[src/rtl/green_pipe_stage_if.sv]
// green_pipe_stage_if: upstream/downstream handshake and data bundle for green_pipe_stage.
//   Upstream side : in_valid, in_ready, opCode[15:0], A_in, B_in, ZNC_in[2:0] ({Z,N,C})
//   Downstream    : out_valid, out_ready, A_out, B_out, ZNC_out[2:0], BR_out
// The master modport drives instructions and accepts results (testbench or pipeline glue).
// The slave modport is the stage itself.
interface green_pipe_stage_if #(
  parameter int unsigned DATA_W = 16
) ();
  logic              in_valid;
  logic              in_ready;
  logic [15:0]       opCode;
  logic [DATA_W-1:0] A_in;
  logic [DATA_W-1:0] B_in;
  logic [2:0]        ZNC_in;
  logic              out_valid;
  logic              out_ready;
  logic [DATA_W-1:0] A_out;
  logic [DATA_W-1:0] B_out;
  logic [2:0]        ZNC_out;
  logic              BR_out;

  modport master (
    output in_valid, opCode, A_in, B_in, ZNC_in, out_ready,
    input  in_ready, out_valid, A_out, B_out, ZNC_out, BR_out
  );

  modport slave (
    input  in_valid, opCode, A_in, B_in, ZNC_in, out_ready,
    output in_ready, out_valid, A_out, B_out, ZNC_out, BR_out
  );
endinterface

[src/rtl/green_pipe_stage.sv]
// green_pipe_stage: registered execute/memory stage with an internal data RAM.
// Ops (opCode[15:12]): 0 NOP, 1 INCA, 2 INCB, 3 DECA, 4 DECB, 5 LDA, 6 LDB, 7 STA, 8 STB,
// 9 BR, A-F NOP. Address = opCode[ADDR_W-1:0], branch mask = opCode[2:0].
// Latency: one cycle for non-load ops, two cycles for loads (sync-read RAM, then capture).
// Ports:
//   clk    - clock, rising edge
//   rst_n  - asynchronous active-low reset (RAM contents are not reset)
//   bus    - green_pipe_stage_if.slave: valid/ready in, valid/ready out, operands and flags
// Optional: define GREEN_LDST_POSTINC_EN to let LD/ST with opCode[11]=1 address RAM by
// B_in[ADDR_W-1:0] and return B_out = B_in + 1 (LDB still overwrites B_out with load data).
module green_pipe_stage #(
  parameter int unsigned DATA_W = 16,
  parameter int unsigned ADDR_W = 8
) (
  input  logic                 clk,
  input  logic                 rst_n,
  green_pipe_stage_if.slave    bus
);

  localparam int unsigned Depth = 2 ** ADDR_W;
  localparam logic [DATA_W-1:0] OneW = DATA_W'(1);

  localparam logic [3:0] OpIncA = 4'h1;
  localparam logic [3:0] OpIncB = 4'h2;
  localparam logic [3:0] OpDecA = 4'h3;
  localparam logic [3:0] OpDecB = 4'h4;
  localparam logic [3:0] OpLdA  = 4'h5;
  localparam logic [3:0] OpLdB  = 4'h6;
  localparam logic [3:0] OpStA  = 4'h7;
  localparam logic [3:0] OpStB  = 4'h8;
  localparam logic [3:0] OpBr   = 4'h9;

  typedef enum logic [0:0] {StIdle, StLoad} state_e;

  state_e            state_q, state_d;
  logic              out_valid_q, out_valid_d;
  logic [DATA_W-1:0] a_q, a_d;
  logic [DATA_W-1:0] b_q, b_d;
  logic [2:0]        znc_q, znc_d;
  logic              br_q, br_d;
  logic              ld_b_q, ld_b_d;   // pending load targets B
  logic [DATA_W-1:0] rd_data_q;        // RAM read register
  logic [DATA_W-1:0] mem_q [Depth];

  logic [3:0]        op;
  logic [2:0]        mask;
  logic              in_ready;
  logic              accept;
  logic              is_load;
  logic              is_store;
  logic              postinc;
  logic [ADDR_W-1:0] addr;
  logic [DATA_W-1:0] st_data;
  logic [DATA_W-1:0] opnd;
  logic [DATA_W:0]   inc_sum;
  logic [DATA_W-1:0] dec_res;
  logic [DATA_W-1:0] res_a;
  logic [DATA_W-1:0] res_b;
  logic [2:0]        res_znc;
  logic              res_br;
  logic              unused_op;

  assign unused_op = ^bus.opCode;

  // Decode and handshake
  always_comb begin
    op       = bus.opCode[15:12];
    mask     = bus.opCode[2:0];
    in_ready = (state_q == StIdle) && (!out_valid_q || bus.out_ready);
    accept   = bus.in_valid && in_ready;
    is_load  = (op == OpLdA) || (op == OpLdB);
    is_store = (op == OpStA) || (op == OpStB);
`ifdef GREEN_LDST_POSTINC_EN
    postinc  = bus.opCode[11] && (is_load || is_store);
    addr     = postinc ? bus.B_in[ADDR_W-1:0] : bus.opCode[ADDR_W-1:0];
`else
    postinc  = 1'b0;
    addr     = bus.opCode[ADDR_W-1:0];
`endif
    st_data  = (op == OpStB) ? bus.B_in : bus.A_in;
  end

  // Result computation for the instruction being accepted
  always_comb begin
    opnd    = ((op == OpIncB) || (op == OpDecB)) ? bus.B_in : bus.A_in;
    inc_sum = {1'b0, opnd} + {1'b0, OneW};
    dec_res = opnd - OneW;

    res_a   = bus.A_in;
    res_b   = postinc ? (bus.B_in + OneW) : bus.B_in;
    res_znc = bus.ZNC_in;
    res_br  = 1'b0;

    case (op)
      OpIncA, OpIncB: begin
        if (op == OpIncA) res_a = inc_sum[DATA_W-1:0];
        else              res_b = inc_sum[DATA_W-1:0];
        res_znc = {(inc_sum[DATA_W-1:0] == '0), inc_sum[DATA_W-1], inc_sum[DATA_W]};
      end
      OpDecA, OpDecB: begin
        if (op == OpDecA) res_a = dec_res;
        else              res_b = dec_res;
        // Borrow only when decrementing zero
        res_znc = {(dec_res == '0), dec_res[DATA_W-1], (opnd == '0)};
      end
      OpBr: res_br = (mask == 3'b000) || (|(mask & bus.ZNC_in));
      default: ;
    endcase
  end

  // Next-state: outputs load on accept; loads leave out_valid low until the RAM data lands
  always_comb begin
    state_d     = state_q;
    out_valid_d = out_valid_q;
    a_d         = a_q;
    b_d         = b_q;
    znc_d       = znc_q;
    br_d        = br_q;
    ld_b_d      = ld_b_q;
    unique case (state_q)
      StIdle: begin
        if (accept) begin
          a_d   = res_a;
          b_d   = res_b;
          znc_d = res_znc;
          br_d  = res_br;
          if (is_load) begin
            state_d     = StLoad;
            out_valid_d = 1'b0;
            ld_b_d      = (op == OpLdB);
          end else begin
            out_valid_d = 1'b1;
          end
        end else if (bus.out_ready) begin
          out_valid_d = 1'b0;
        end
      end
      StLoad: begin
        state_d     = StIdle;
        out_valid_d = 1'b1;
        if (ld_b_q) b_d = rd_data_q;
        else        a_d = rd_data_q;
      end
      default: state_d = StIdle;
    endcase
  end

  always_ff @(posedge clk or negedge rst_n) begin
    if (!rst_n) begin
      state_q     <= StIdle;
      out_valid_q <= 1'b0;
      a_q         <= '0;
      b_q         <= '0;
      znc_q       <= '0;
      br_q        <= 1'b0;
      ld_b_q      <= 1'b0;
    end else begin
      state_q     <= state_d;
      out_valid_q <= out_valid_d;
      a_q         <= a_d;
      b_q         <= b_d;
      znc_q       <= znc_d;
      br_q        <= br_d;
      ld_b_q      <= ld_b_d;
    end
  end

  // Data RAM: write and synchronous read both happen on the accept edge
  always_ff @(posedge clk) begin
    if (accept && is_store) mem_q[addr] <= st_data;
    if (accept && is_load)  rd_data_q   <= mem_q[addr];
  end

  assign bus.in_ready  = in_ready;
  assign bus.out_valid = out_valid_q;
  assign bus.A_out     = a_q;
  assign bus.B_out     = b_q;
  assign bus.ZNC_out   = znc_q;
  assign bus.BR_out    = br_q;

endmodule
[src/flat_wrapper.sv]
// flat-port wrapper written by rule: the top's interface ports become plain ports
module green_pipe_stage_flat 
#(
  parameter int unsigned DATA_W = 16,
  parameter int unsigned ADDR_W = 8
)
  (clk, rst_n, bus_in_valid, bus_opCode, bus_A_in, bus_B_in, bus_ZNC_in, bus_out_ready, bus_in_ready, bus_out_valid, bus_A_out, bus_B_out, bus_ZNC_out, bus_BR_out);
  green_pipe_stage_if #(.DATA_W(DATA_W)) bus_i ();
  input  logic clk;
  input  logic rst_n;
  input wire logic [$bits(bus_i.in_valid)-1:0] bus_in_valid;
  input wire logic [$bits(bus_i.opCode)-1:0] bus_opCode;
  input wire logic [$bits(bus_i.A_in)-1:0] bus_A_in;
  input wire logic [$bits(bus_i.B_in)-1:0] bus_B_in;
  input wire logic [$bits(bus_i.ZNC_in)-1:0] bus_ZNC_in;
  input wire logic [$bits(bus_i.out_ready)-1:0] bus_out_ready;
  output wire logic [$bits(bus_i.in_ready)-1:0] bus_in_ready;
  output wire logic [$bits(bus_i.out_valid)-1:0] bus_out_valid;
  output wire logic [$bits(bus_i.A_out)-1:0] bus_A_out;
  output wire logic [$bits(bus_i.B_out)-1:0] bus_B_out;
  output wire logic [$bits(bus_i.ZNC_out)-1:0] bus_ZNC_out;
  output wire logic [$bits(bus_i.BR_out)-1:0] bus_BR_out;
  assign bus_i.in_valid = bus_in_valid;
  assign bus_i.opCode = bus_opCode;
  assign bus_i.A_in = bus_A_in;
  assign bus_i.B_in = bus_B_in;
  assign bus_i.ZNC_in = bus_ZNC_in;
  assign bus_i.out_ready = bus_out_ready;
  assign bus_in_ready = bus_i.in_ready;
  assign bus_out_valid = bus_i.out_valid;
  assign bus_A_out = bus_i.A_out;
  assign bus_B_out = bus_i.B_out;
  assign bus_ZNC_out = bus_i.ZNC_out;
  assign bus_BR_out = bus_i.BR_out;
  green_pipe_stage #(.DATA_W(DATA_W), .ADDR_W(ADDR_W)) u_core (.clk(clk), .rst_n(rst_n), .bus(bus_i));
endmodule
[config.mk]
export PLATFORM = sky130hd
export DESIGN_NAME = green_pipe_stage_flat
export DESIGN_NICKNAME = d
export VERILOG_FILES = /design/src/rtl/green_pipe_stage_if.sv /design/src/rtl/green_pipe_stage.sv /design/src/flat_wrapper.sv
export SDC_FILE = /design/constraint.sdc
export NUM_CORES = 2
export LEC_CHECK = 0
export ABC_AREA = 0
export CORE_MARGIN = 2
export CORE_UTILIZATION = 35
export DETAILED_ROUTE_END_ITERATION = 10
export DONT_BUFFER_PORTS = 1
export SKIP_CTS_REPAIR_TIMING = 1
export SKIP_LAST_GASP = 1
export SYNTH_ARGS = -nofsm -noshare
export SYNTH_HDL_FRONTEND = slang
export SYNTH_SLANG_ARGS = --single-unit
[constraint.sdc]
create_clock -name clk -period 2.8 [get_ports clk]
set_input_delay 0.56 -clock clk [delete_from_list [all_inputs] [get_ports clk]]
set_output_delay 0.56 -clock clk [all_outputs]
set_load 0.01 [all_outputs]
==> metrics.csv <==
stage,metric,value,unit
job,MaxCap Viol Count,0,
final_layout,Post-Layout Cell Count,14400,
die,Die Span Y,683,um
setup_path,worst-path fanout max,1,
yosys,Synth Flop Type,edfxtp_1,
power_and_ir_drop,Power Dens Cells,677,nW/um^2
die,standard-cell row count,249,
die,chip width,683,um
final_layout,fin util,0.423,
detailed_routing,Detailed Route Iter0 Violations,11100,
setup_path,R2R cell count,5,
detailed_routing,drt drc,0,
sta,Fin Hold WS,-0.0300,ns
run_status,outcome,"complete, but fails checks",
setup_path,WS Path Type,reg -> reg,
yosys,post-synthesis sequential area ratio,0.770,
yosys,number of synthesized flops with an enable pin,4112,
grt,gr usage total,0.191,
sta,Worst-Margin Slew,1.50,ns
setup_path,WP data required,3.51,ns
sta,"Setup violations, final",1,
sta,FMAX,353,MHz
setup_path,Worst EP arrival,3.55,ns
yosys,"Warnings, synthesis",0,
setup_path,worst path cell trace,"mux4_2, mux4_2, mux4_2, nand2_4, or4b_4",
final_layout,FILL cells,39000,
setup_path,Critical Path End Type,flip-flop,
final_layout,"Design Area, Final",195000,sq um
sta,skew final,0.0423,ns
yosys,post-synthesis cell count,6948,
cts,Max Root-Sink Buffers,4,
setup_path,Levels on crit path,5,
power_and_ir_drop,Reg power frac,0.522,
grt,initial antenna violation count,23,
yosys,Synth async-reset ratio,0.00940,
power_and_ir_drop,Clock Power Share,0.422,
grt,vias in the first global route,81100,
sta,final clock period utilization by the worst path,1.01,
yosys,net count after synthesis,7008,
cts,clock sinks,4151,
setup_path,startpoint type of the worst setup path,flip-flop,
power_and_ir_drop,total power,0.132,W
min_path,Hold Crit Depth,4,
place,Final HPWL DP,272000,um
sta,post-route worst setup slack,-0.0365,ns
sta,RSZ-0062 raised after global routing,true,
detailed_routing,Vias/cell,5.60,
yosys,synthesized flop and latch total,4151,
setup_path,Crit path largest cell delay,0.55,ns
setup_path,Most common cell on crit path,mux4_2,
cts,CTS H-Tree Depth,5,
sta,crit path time final,2.84,ns
cts,Inserted Clock Buffers,413,
die,CORE AREA,460000,sq um
yosys,Yosys cell types,71,
sta,final hold vios,4,
setup_path,CP max-delay cell,mux4_2,
power_and_ir_drop,combinational fraction of design power,0.056,
cts,clk slew on worst S/H paths,0.07,ns
setup_path,Buf/Inv on CP,0,
die,# IOs,93,
power_and_ir_drop,Internal,0.104,W
power_and_ir_drop,Sw Ratio,0.212,
grt,largest net degree at the start of global routing,274,
final_layout,share of cells above drive strength 1,0.382,
place,RD Place Congestion,0.905,
die,Initial Util,0.351,
sta,Slew Limit Fails,0,
power_and_ir_drop,leak pwr,60.7,nW
grt,first-pass GRT wire length,635000,um
place,Placed Area,180000,sq um
run_status,failing checks,"hold timing, setup timing",
sta,Max-slew headroom,0.00145,
detailed_routing,"antenna viol nets, final",0,
cts,CTS tree,done,
yosys,mapped cell area,162000,sq um
detailed_routing,average wire per standard cell,31.7,um
place,port bufs,0,
place,Post-Place Cells,13600,
detailed_routing,Vias,80900,
grt,total congestion overflow,0,
min_path,Worst Hold Class,in -> reg,
cts,Root Buffer,clkbuf_16,
detailed_routing,drt first pass iters,6,
die,area of the die,467000,sq um
place,"worst slack, placed",-1.30,ns
setup_path,crit-path leading delay family,multiplexers,
cts,"Clk Latency, worst-skew pair",0.98,ns
final_layout,Nets,8002,
detailed_routing,final wirelength,458000,um
power_and_ir_drop,VDD IR max,0.562,mV
final_layout,Area Growth Syn to Fin,20.5,%
power_and_ir_drop,Sw Pwr,0.0280,W
yosys,Post-Syn Area per Cell,23.3,sq um
[worst min-delay path, stage by stage]
cell and delay [ns]:
nor3_1 0.03, o21ai_0 0.12, o21ai_0 0.08, a21oi_1 0.11
[placed cells by master (no fill, tap or decap), types with 12 or more instances in the layout]
master         count
clkinv_2          70
xor2_1            13
nand2_1          129
nand3_2           14
nand4_1           14
a22oi_1           69
nor2b_1           16
or3_1             12
buf_4            545
xnor2_1           25
buf_12           398
dfrtp_1           39
clkinv_1         112
a32oi_1           12
nor2_1            60
nand3_1           68
nor3_1            19
a31oi_1           12
nor4_1            16
and2_1            13
inv_6             12
o21ai_0           43
edfxtp_1        4112
dlygate4sd3_1     29
nor2_2           263
bufinv_16         51
mux2_8            14
a211oi_1          13
mux2i_1           39
clkbuf_16        419
clkbuf_1          71
mux4_2          1272
a21oi_1           46
[path summary, 6_finish.rpt]
check	start	to	slack [ns]
min in group asynchronous	rst_n	u_core.bus.A_out[2]	0.10
max reg2reg	u_core.mem_q[56][11]	u_core.rd_data_q[11]	-0.04
max in group asynchronous	rst_n	u_core.bus.A_out[10]	2.51
min	bus_A_in[15]	u_core.bus.A_out[15]	-0.03
min reg2reg	u_core.bus.B_out[9]	u_core.bus.B_out[9]	0.55
max	u_core.mem_q[56][11]	u_core.rd_data_q[11]	-0.04
[power groups by stage]
| stage | logic [W] | registers (W) | clock network [W] |
|---|---|---|---|
| floorplan | 0.00412 | 0.0702 | 0 |
| global placement | 0.00705 | 0.0701 | 0 |
| detailed placement | 0.00721 | 0.0701 | 0 |
| CTS | 0.00723 | 0.0688 | 0.0564 |
| global route | 0.00772 | 0.0688 | 0.0588 |
| finish | 0.00741 | 0.0688 | 0.0556 |
[per-layer routing]
layer,routed length [um],track usage,share of wire
met5,38,0,0.000083
met3,41900,0.0353,0.092
met4,17000,0.0631,0.037
met1,179000,0.260,0.39
met2,220000,0.311,0.48
[area by class of cell]
class	instances	area, sq um	area share
clock inverter	272	2860	0.0147
clock buffer	488	10700	0.0550
inverter	13	48.8	0.000251
tap	6149	7690	0.0395
timing repair buffer	996	12800	0.0658
sequential	4151	124000	0.639
multi-input combinational	2367	36100	0.185
antenna	9	22.5	0.000116
[synth_stat cells (4+ instances only)]
cell	count	area share
nand4_1	14	0.00054
buf_4	44	0.0020
mux2i_1	40	0.0025
o31ai_1	8	0.00037
a31oi_1	12	0.00046
and3_1	8	0.00031
nand3_1	82	0.0025
clkbuf_1	201	0.0047
a2111oi_0	5	0.00027
xnor2_1	25	0.0014
or3_1	12	0.00046
nor2b_1	16	0.00062
ha_1	5	0.00039
a211o_1	9	0.00049
nor3b_1	4	0.00019
nor4_1	17	0.00066
inv_1	10	0.00023
buf_2	92	0.0029
a222oi_1	4	0.00025
buf_1	41	0.00095
o21a_1	5	0.00023
edfxtp_1	4112	0.76
or2_2	4	0.00015
a211oi_1	14	0.00065
o221ai_1	4	0.00022
a22o_1	7	0.00038
nor2_1	329	0.0076
mux2_2	21	0.0015
o211ai_1	10	0.00046
buf_6	35	0.0024
o21ai_0	45	0.0014
xor2_1	13	0.00070
a21oi_1	48	0.0015
dfrtp_1	39	0.0060
and2_1	13	0.00050
nor3_1	27	0.00084
mux4_2	1272	0.18
a221oi_1	10	0.00054
a32oi_1	13	0.00070
o31a_1	4	0.00022
or4_1	6	0.00028
nand2b_1	7	0.00027
a22oi_1	75	0.0035
nand2_1	131	0.0030
a311oi_1	4	0.00022
[kinds of logic after synthesis]
group	share of synthesized area
buffers and inverters	0.0137
adder cells (fa/ha/maj)	0.000387
XOR/XNOR	0.00206
AO/OA/AOI/OAI	0.0134
AND/OR/NAND/NOR	0.0188
flip-flops	0.770
multiplexers	0.181
[through the flow]
stage	TNS (ns)	hold WS, ns
floorplan	-5945.50	0.264
global placement	-489.24	0.265
detailed placement	-519.22	0.265
CTS	-0.933	-0.801
global route	-0.152	0.00377
finish	-0.0365	-0.0300
[state kept, by name, summed over array words and instances, names as in the netlist]
register              cells
u_core.bus.A_out         16
u_core.bus.ZNC_out        3
u_core.rd_data_q         16
u_core.bus.out_valid      1
u_core.state_q            1
u_core.ld_b_q             1
u_core.bus.B_out         16
u_core.mem_q           4096
u_core.bus.BR_out         1
No activity file was read; power rests on OpenSTA's default activity.
